### config.mk
export PLATFORM = sky130hd
export DESIGN_NAME = merge_14in
export DESIGN_NICKNAME = d
export VERILOG_FILES = /design/src/rtl/merge_pkg.sv /design/src/rtl/merge_14in_rr_arb14.sv /design/src/rtl/merge_14in.sv
export SDC_FILE = /design/constraint.sdc
export NUM_CORES = 1
export LEC_CHECK = 0
export ABC_CLOCK_PERIOD_IN_PS = 11800
export CAP_MARGIN = 30
export CORE_MARGIN = 2
export CORE_UTILIZATION = 35
export DETAILED_ROUTE_END_ITERATION = 10
export SLEW_MARGIN = 20
export SYNTH_ARGS = -nofsm -noshare
export SYNTH_HDL_FRONTEND = slang
export SYNTH_SLANG_ARGS = --single-unit
### constraint.sdc
create_clock -name clk -period 11.8 [get_ports clk]
set_input_delay 2.36 -clock clk [delete_from_list [all_inputs] [get_ports clk]]
set_output_delay 2.36 -clock clk [all_outputs]
set_load 0.05 [all_outputs]
### src/rtl/merge_pkg.sv
// merge_pkg
//   Shared constants and types for the 14-input merge block.
//   NUM_IN     number of input channels
//   SRC_W      width of a channel index
//   src_idx_t  channel index type
//   arb_state_t  arbitration FSM state
package merge_pkg;

  localparam int NUM_IN = 14;
  localparam int SRC_W  = 4;

  typedef logic [SRC_W-1:0] src_idx_t;

  typedef enum logic [1:0] {
    IDLE,
    GRANT,
    STALL
  } arb_state_t;

endpackage

### src/rtl/merge_14in_rr_arb14.sv
// rr_arb14
//   Combinational round-robin arbiter over 14 requesters. The search
//   begins one past last_grant and wraps from 13 back to 0.
//   Ports:
//     req[13:0]   request per channel
//     last_grant  index of the previously accepted channel
//     enable      when low no grant is issued
//     gnt[13:0]   one-hot grant (all zero when nothing wins)
//     gnt_idx     binary index of the granted channel (0 when none)
module rr_arb14
  import merge_pkg::*;
(
  input  logic [NUM_IN-1:0] req,
  input  src_idx_t          last_grant,
  input  logic              enable,
  output logic [NUM_IN-1:0] gnt,
  output src_idx_t          gnt_idx
);

  localparam int SUM_W = SRC_W + 1;

  logic             found;
  logic [SUM_W-1:0] sum;
  src_idx_t         idx;

  // last_grant <= 13 and offset <= 14, so a single subtraction of 14
  // brings the candidate back into range.
  always_comb begin
    gnt     = '0;
    gnt_idx = '0;
    found   = 1'b0;
    sum     = '0;
    idx     = '0;
    for (int k = 1; k <= NUM_IN; k++) begin
      sum = {1'b0, last_grant} + SUM_W'(k);
      if (sum >= SUM_W'(NUM_IN)) begin
        sum = sum - SUM_W'(NUM_IN);
      end
      idx = sum[SRC_W-1:0];
      if (enable && !found && req[idx]) begin
        found        = 1'b1;
        gnt[idx]     = 1'b1;
        gnt_idx      = idx;
      end
    end
  end

endmodule

### src/rtl/merge_14in.sv
// merge_14in
//   Merges 14 valid/ready channels into one stream through a small FIFO.
//   A round-robin arbiter picks at most one channel per cycle; accepted
//   words enter the FIFO one cycle later and leave in acceptance order.
//   Optional feature: define MERGE_SRC_TAG_EN to store the source channel
//   index beside each word and present it on out_src.
//   Ports:
//     clk        clock
//     rst        synchronous active-high reset
//     in_valid   per-channel request [13:0]
//     in_data    per-channel payload, channel i at [i*WIDTH +: WIDTH]
//     in_ready   per-channel accept (at most one bit high)
//     out_valid  FIFO head valid
//     out_data   FIFO head payload (holds its last value when empty)
//     out_ready  downstream accept
//     out_src    FIFO head source channel (MERGE_SRC_TAG_EN only)
//
//   Arbitration FSM
//   state | meaning
//   IDLE  | no channel requesting
//   GRANT | a requesting channel is accepted this cycle
//   STALL | channels requesting but FIFO full with no pop
module merge_14in
  import merge_pkg::*;
#(
  parameter int WIDTH = 4,
  parameter int DEPTH = 2   // 2, 4 or 8
)
(
  input  logic                    clk,
  input  logic                    rst,
  input  logic [NUM_IN-1:0]       in_valid,
  input  logic [NUM_IN*WIDTH-1:0] in_data,
  output logic [NUM_IN-1:0]       in_ready,
  output logic                    out_valid,
  output logic [WIDTH-1:0]        out_data,
  input  logic                    out_ready
`ifdef MERGE_SRC_TAG_EN
  ,
  output logic [SRC_W-1:0]        out_src
`endif
);

  localparam int PTR_W = $clog2(DEPTH);
  localparam int CNT_W = PTR_W + 1;

  logic [WIDTH-1:0]  mem [DEPTH];
`ifdef MERGE_SRC_TAG_EN
  src_idx_t          mem_src [DEPTH];
`endif
  logic [PTR_W-1:0]  wr_ptr;
  logic [PTR_W-1:0]  rd_ptr;
  logic [PTR_W-1:0]  rd_ptr_inc;
  logic [CNT_W-1:0]  count;
  src_idx_t          last_grant;
  src_idx_t          gnt_idx;
  logic [NUM_IN-1:0] gnt;
  logic [WIDTH-1:0]  push_word;
  logic              full;
  logic              pop;
  logic              push;
  logic              arb_en;
  arb_state_t        state;

  assign full       = (count == CNT_W'(DEPTH));
  assign out_valid  = (count != '0);
  assign pop        = out_valid && out_ready;
  // A pop in the same cycle frees the slot, so a full FIFO can still accept.
  assign arb_en     = !rst && (!full || pop);
  assign push       = |gnt;
  assign in_ready   = gnt;
  assign rd_ptr_inc = rd_ptr + 1'b1;

  rr_arb14 u_arb (
    .req        (in_valid),
    .last_grant (last_grant),
    .enable     (arb_en),
    .gnt        (gnt),
    .gnt_idx    (gnt_idx)
  );

  always_comb begin
    push_word = '0;
    for (int i = 0; i < NUM_IN; i++) begin
      if (gnt[i]) begin
        push_word = in_data[i*WIDTH +: WIDTH];
      end
    end
  end

  always_ff @(posedge clk) begin
    if (push) begin
      mem[wr_ptr] <= push_word;
`ifdef MERGE_SRC_TAG_EN
      mem_src[wr_ptr] <= gnt_idx;
`endif
    end
  end

  always_ff @(posedge clk) begin
    if (rst) begin
      wr_ptr     <= '0;
      rd_ptr     <= '0;
      count      <= '0;
      last_grant <= src_idx_t'(NUM_IN - 1);
      out_data   <= '0;
`ifdef MERGE_SRC_TAG_EN
      out_src    <= '0;
`endif
      state      <= IDLE;
    end else begin
      if (push) begin
        wr_ptr     <= wr_ptr + 1'b1;
        last_grant <= gnt_idx;
      end
      if (pop) begin
        rd_ptr <= rd_ptr_inc;
      end
      case ({push, pop})
        2'b10:   count <= count + 1'b1;
        2'b01:   count <= count - 1'b1;
        default: count <= count;
      endcase

      // The head is kept in a register so it stays put when the FIFO
      // drains; it only moves when a new word becomes the head.
      if (pop) begin
        if (count > CNT_W'(1)) begin
          out_data <= mem[rd_ptr_inc];
`ifdef MERGE_SRC_TAG_EN
          out_src  <= mem_src[rd_ptr_inc];
`endif
        end else if (push) begin
          out_data <= push_word;
`ifdef MERGE_SRC_TAG_EN
          out_src  <= gnt_idx;
`endif
        end
      end else if (!out_valid && push) begin
        out_data <= push_word;
`ifdef MERGE_SRC_TAG_EN
        out_src  <= gnt_idx;
`endif
      end

      case (state)
        IDLE: begin
          if (in_valid != '0) begin
            state <= (full && !pop) ? STALL : GRANT;
          end
        end
        GRANT, STALL: begin
          if (in_valid == '0) begin
            state <= IDLE;
          end else if (full && !pop) begin
            state <= STALL;
          end else begin
            state <= GRANT;
          end
        end
        default: state <= IDLE;
      endcase
    end
  end

endmodule

==> results of run 1 <==
## final cells by class
| class | instances | area (um^2) | share of cell area |
|---|---|---|---|
| clock buffers | 3 | 75.07 | 0.007478 |
| well taps | 330 | 412.9 | 0.04113 |
| multi-input cells | 1077 | 7721 | 0.7692 |
| flip-flops and latches | 20 | 484.2 | 0.04824 |
| inverters | 47 | 178.9 | 0.01782 |
| clock inverters | 1 | 30.03 | 0.002991 |
| repair buffers | 120 | 1136 | 0.1132 |
## Yosys cell counts (all sizes together) (8+ instances only)
master / number / area [um^2]
nor2: 109 / 414.2
nand2: 95 / 359.1
nor3: 79 / 447.9
a21oi: 65 / 355.3
nand3: 61 / 335.3
o21ai: 61 / 320.3
buf: 50 / 371.6
mux2i: 49 / 490.5
inv: 47 / 178.9
nand4: 38 / 286.5
nor4: 35 / 270.3
clkbuf: 32 / 120.1
xnor2: 30 / 319.1
ha: 27 / 337.8
nand2b: 23 / 143.9
a211oi: 22 / 185.2
a31oi: 22 / 137.6
mux2: 19 / 214.0
o211ai: 17 / 151.4
o22a: 16 / 140.1
and3: 14 / 97.59
or3: 14 / 87.58
or4: 13 / 97.59
dfxtp: 12 / 240.2
nor2b: 12 / 75.07
o31ai: 12 / 90.09
a32oi: 11 / 96.34
a211o: 10 / 88.84
o311ai: 10 / 87.59
a21o: 9 / 67.56
nor3b: 9 / 78.83
a2111oi: 8 / 145.1
a221oi: 8 / 88.83
and2: 8 / 50.05
edfxtp: 8 / 240.2
o22ai: 8 / 50.05
o2bb2ai: 8 / 70.07
or2: 8 / 50.05
## state kept, by name (all words and copies together), names as in the netlist
register / cells
out_data: 4
count: 2
wr_ptr: 1
rd_ptr: 1
last_grant: 4
mem: 8
## metrics by stage
stage	instances	setup slack, ns
2_1_floorplan	1226	3.327
3_3_place_gp	1591	1.588
3_5_place_dp	1593	1.575
4_1_cts	1597	1.555
5_1_grt	1598	1.228
6_report	1598	1.522
## layout by cell type, fill, tap and decap left out, drive strengths merged, types with 16 or more instances in the layout
cell type / instances
a211oi: 22
a21oi: 65
a31oi: 22
buf: 28
clkdlybuf4s50: 91
ha: 27
inv: 47
mux2: 19
mux2i: 49
nand2: 95
nand2b: 23
nand3: 61
nand4: 38
nor2: 109
nor3: 79
nor4: 35
o211ai: 17
o21ai: 61
o22a: 16
xnor2: 30
## final timing paths
check | to | startpoint | slack (ns)
hold reg to reg | out_data[3] | out_data[3] | 0.46
hold / removal | out_data[3] | out_data[3] | 0.46
setup / recovery | in_ready[9] | rst | 1.52
setup reg to reg | out_data[1] | last_grant[0] | 3.41
## per-layer routing
metal,vias up,GRT usage
li1,4938,-
met3,136,0.08456
met2,748,0.5176
met5,-,0
met4,0,0.09614
met1,5398,0.5024
## logic make-up (layout without fill, tap and decap cells)
logic type | count (synthesis) | count (layout) | share of synthesized area
and+or+nand+nor | 546 | 546 | 0.3455
AOI/OAI and AO/OA | 394 | 394 | 0.3499
buffers and inverters | 129 | 171 | 0.07559
muxes | 72 | 72 | 0.08955
xor gates and xnor gates | 37 | 37 | 0.04499
adders and majority gates | 28 | 28 | 0.04033
DFF | 20 | 20 | 0.05415
==> reports/results.ini, run 1 <==
[worst_setup_path]
cp_common_cell=clkdlybuf4s50_1
start_kind=primary input
crit_fanout=16
arrival_ns=7.92
reg2reg_depth=23
worstPathRequired_ns=9.44
crit_buf_inv=4
cpLargestDelayFamily=compound AO/OA/AOI/OAI gates
cp_num_cells=12
crit_chain=clkdlybuf4s50_1 -> a21oi_1 -> buf_4 -> o21ai_0 -> or4_1 -> a21oi_4 -> nor4_1 -> a211oi_1 -> o311ai_1 -> a2111oi_4 -> inv_1 -> clkdlybuf4s50_1
path_class=primary input to primary output
end_kind=primary output
crit_slowest_cell=clkdlybuf4s50_1
cpPeakStageDelay_ns=0.72

[grt]
grt_pass1_wl_um=69350
grt_antenna_before_repair=1
grt_pass1_vias=10127
grt_max_degree=109
grt-ovfl-total=0
grt_usage=0.3502

[finish]
fin_util=0.4010
area_growth_pct=13.14
diodes=0
final_net_count=1370
drive_above_1_share=0.1112
n_fill_cell=2701
final_cell_area_um2=10040

[synth]
synth_edf_count=8
synth-seq-area-share=0.05415
synth_flop_cell=dfxtp_1
syn_avg_cell_area_um2=7.237
syn_area_um2=8872
ys_warn_count=0
ys_types=121
async_reset_ff_frac=0
syn_nets=1327
synthCells=1226
ys_seq_elements=20

[timing]
setup_viol=0
finalCritPeriodShare=0.8711
rsz0062_at_grt=false
slew_viol_final=0
fin_setup_tns_ns=0
finalCriticalPeriod_ns=10.28
worstMarginPinSlew_ns=1.087
holdWs_ns=0.4649
relSlewSlack=0.2711
hold_violations=0
finalClockSkew_ns=0.002426
max_freq_ghz=0.09729

[place]
dp_hpwl_um=38180
portBuffers=91
dpl_cell_area_um2=9928
place_congestion=1.040

[clocking]
numClockSinks=20
cts_max_path_buffers=2
cts_tree=yes
cts_buffers=3
cts_setup_buffers=0
clock_latency_ns=0.25
cts_root_buf=clkbuf_16
htreeDepth=1
ctsHoldBuffers=0
clk_pin_slew_ns=0.05
cts.repair.resized=0

[detailed_routing]
routedWlPerCell_um=30.15
dr_wl_met2_um=20290
drt_iter0_drc=1593
wl_met1_um=20640
via_per_inst=7.021
via_count=11220
route.met3.wl_um=5616
routed.top_layer=met4
drt-total-wl_um=48180
dr.pass1.iters=6
drc_errors=0
drtAntennaViolNets=0

[floorplanning]
rows=58
io_pins=92
core_um2=25040
die_width_um=163.2
die_y_um=163.2
initial_core_util=0.3544
die_area_um2=26640

[job]
drv_cap=0

[hold_path]
holdPathStages=1
hold_path.class=flip-flop to flip-flop

[run_status]
status=finished clean

Power of run 1 is left out: the tool's default activity adds up to more than one toggle a clock period on the data nets, which glitch-free logic cannot reach.
==> run 2: changes to the inputs <==
- ABC_AREA: default -> 1
==> reports/results.ini, run 2 <==
[finish]
final_cell_area_um2=8333
largest_reg_flops=8
area_growth_pct=17.15
n_fill_cell=2261
final_net_count=1529
stdcell_count=1697
final_cell_mix=374 x nand2_1, 192 x nor2_1, 163 x inv_1
drive_above_1_share=0.1107
diodes=0
layout_commonest_cell=nand2_1
largest-register=mem
reg.largest.list=mem (8), last_grant (4), out_data (4)

[grt]
grt-ovfl-total=0
grt_usage=0.2735
grt_pass1_wl_um=47440
grt_pass1_vias=8731
grt_antenna_before_repair=0
grt_max_degree=75

[synth]
synth.area.top_cells=nand2_1 20%, nor2_1 10%, inv_1 8.6%
ys_seq_elements=20
ys_types=64
synthCells=1353
syn_avg_cell_area_um2=5.257
synth_top_area_share=0.1974
synth_edf_count=8
yosysMostFrequentCell=nand2_1
async_reset_ff_frac=0
syn_nets=1454
syn_area_um2=7113
synth_flop_cell=dfxtp_1
ys_warn_count=0
synth-seq-area-share=0.06755
synth_commonest_cells=374 x nand2_1, 192 x nor2_1, 163 x inv_1, 109 x a21oi_1, 94 x nand3_1
synth_top_area_cell=nand2_1

[clocking]
htreeDepth=1
numClockSinks=20
cts_buffers=3
cts_setup_buffers=0
cts_tree=yes
clk_pin_slew_ns=0.05
cts_root_buf=clkbuf_16
cts.repair.resized=0
clock_latency_ns=0.25
cts_max_path_buffers=2
ctsHoldBuffers=0

[worst_setup_path]
reg2reg_depth=36
end_kind=primary output
start_kind=primary input
worstPathRequired_ns=9.44
crit_path_end=in_ready[6]
rr_startpoint=last_grant[0]
crit_fanout=11
arrival_ns=6.92
path_class=primary input to primary output
r2r_end=out_data[0]
reg2reg_slack_ns=4.93
startpoint=rst

[timing]
finalClockSkew_ns=0.002887
max_freq_ghz=0.1078
fin_setup_tns_ns=0
slew_viol_final=0
worstMarginPinSlew_ns=0.9548
finalCritPeriodShare=0.7864
hold_violations=0
relSlewSlack=0.3592
setup_viol=0
finalCriticalPeriod_ns=9.280
rsz0062_at_grt=false

[hold_path]
hold_start=out_data[0]
hold_path.class=flip-flop to flip-flop

[place]
place_inst=1693
portBuffers=91
dp_hpwl_um=24790
place_congestion=0.9966
dpl_cell_area_um2=8244

[floorplanning]
die_width_um=146.6
rows=52
die_y_um=146.6
initial_core_util=0.3538
core_um2=20100
die_area_um2=21480
io_pins=92

[detailed_routing]
drt_iter0_drc=916
drtAntennaViolNets=0
via_count=9229
drc_errors=0
routedWlPerCell_um=17.72
via_per_inst=5.438
drt-total-wl_um=30070
dr.pass1.iters=5

[job]
drv_cap=0

[run_status]
status=finished clean

[run 2: cell types whose count changed in the layout (fill, tap and decap cells not counted), sizes merged, moves of 19 or more]
cell	change
nand3	+38
a211oi	-20
inv	+160
nand2	+320
nand2b	-23
mux2i	-49
nor4	-31
o21ai	+40
xnor2	-29
a21oi	+47
nor3	-54
buf	-27
mux2	-19
nor2	+106
[run 2: how the worst min path moves through the flow]
stage                  endpoint  cells past startpoint  slack [ns]
detailed placement  out_data[0]                      2        0.46
global route        out_data[3]                      2        0.50
CTS                 out_data[3]                      2        0.47
global placement    out_data[3]                      2        0.46
finish              out_data[0]                      2        0.47
floorplan                wr_ptr                      2        0.50
[run 2: through the flow]
stage / worst slack, ns / utilization / hold slack [ns]
2_1_floorplan: 4.580 / - / 0.4967
3_3_place_gp: 2.593 / 0.4101 / 0.4570
3_5_place_dp: 2.590 / 0.4101 / 0.4585
4_1_cts: 2.594 / 0.4145 / 0.4677
5_1_grt: 2.219 / 0.4145 / 0.4970
6_report: 2.520 / 0.4145 / 0.4651
[run 2: metal layers]
layer  routed length [um]  global-route usage  up-vias
met3                 1836             0.02031       82
li1                     -                   -     4580
met5                    0                   0        -
met4                 1182              0.1019        0
met1                12870              0.3551     4158
met2                14180              0.4748      409
[run 2: area by class of cell]
type / instances / area [um^2] / share of cell area
clock buffer: 4 / 88.84 / 0.01066
tap: 270 / 337.8 / 0.04054
timing repair buffer: 92 / 918.4 / 0.1102
inverter: 209 / 798.3 / 0.09580
multi-input combinational: 1102 / 5708 / 0.6850
sequential: 20 / 481.7 / 0.05781
[run 2: logic make-up after synthesis]
kind of cell / share of synthesized area
and+or+nand+nor: 0.5168
AOI/OAI and AO/OA: 0.2195
buffers and inverters: 0.1300
adders and majority gates: 0.05031
DFF: 0.06755
xor gates and xnor gates: 0.01583
[run 2: critical path, cell delays in order]
cell	delay, ns
clkdlybuf4s50_1	0.60
inv_1	0.18
nand2_1	0.52
inv_2	0.26
nand2_1	0.13
nor2_1	0.05
nand2_2	0.13
nand4_4	0.17
nor3_2	0.45
nand2_1	0.23
nor2_1	0.24
nand2_1	0.09
nand4_1	0.12
a21oi_1	0.07
nand2_1	0.09
nor2_1	0.05
nand3_1	0.09
nor2_2	0.05
nand3_2	0.17
clkdlybuf4s50_1	0.84
Power of run 2 is left out for the same reason.
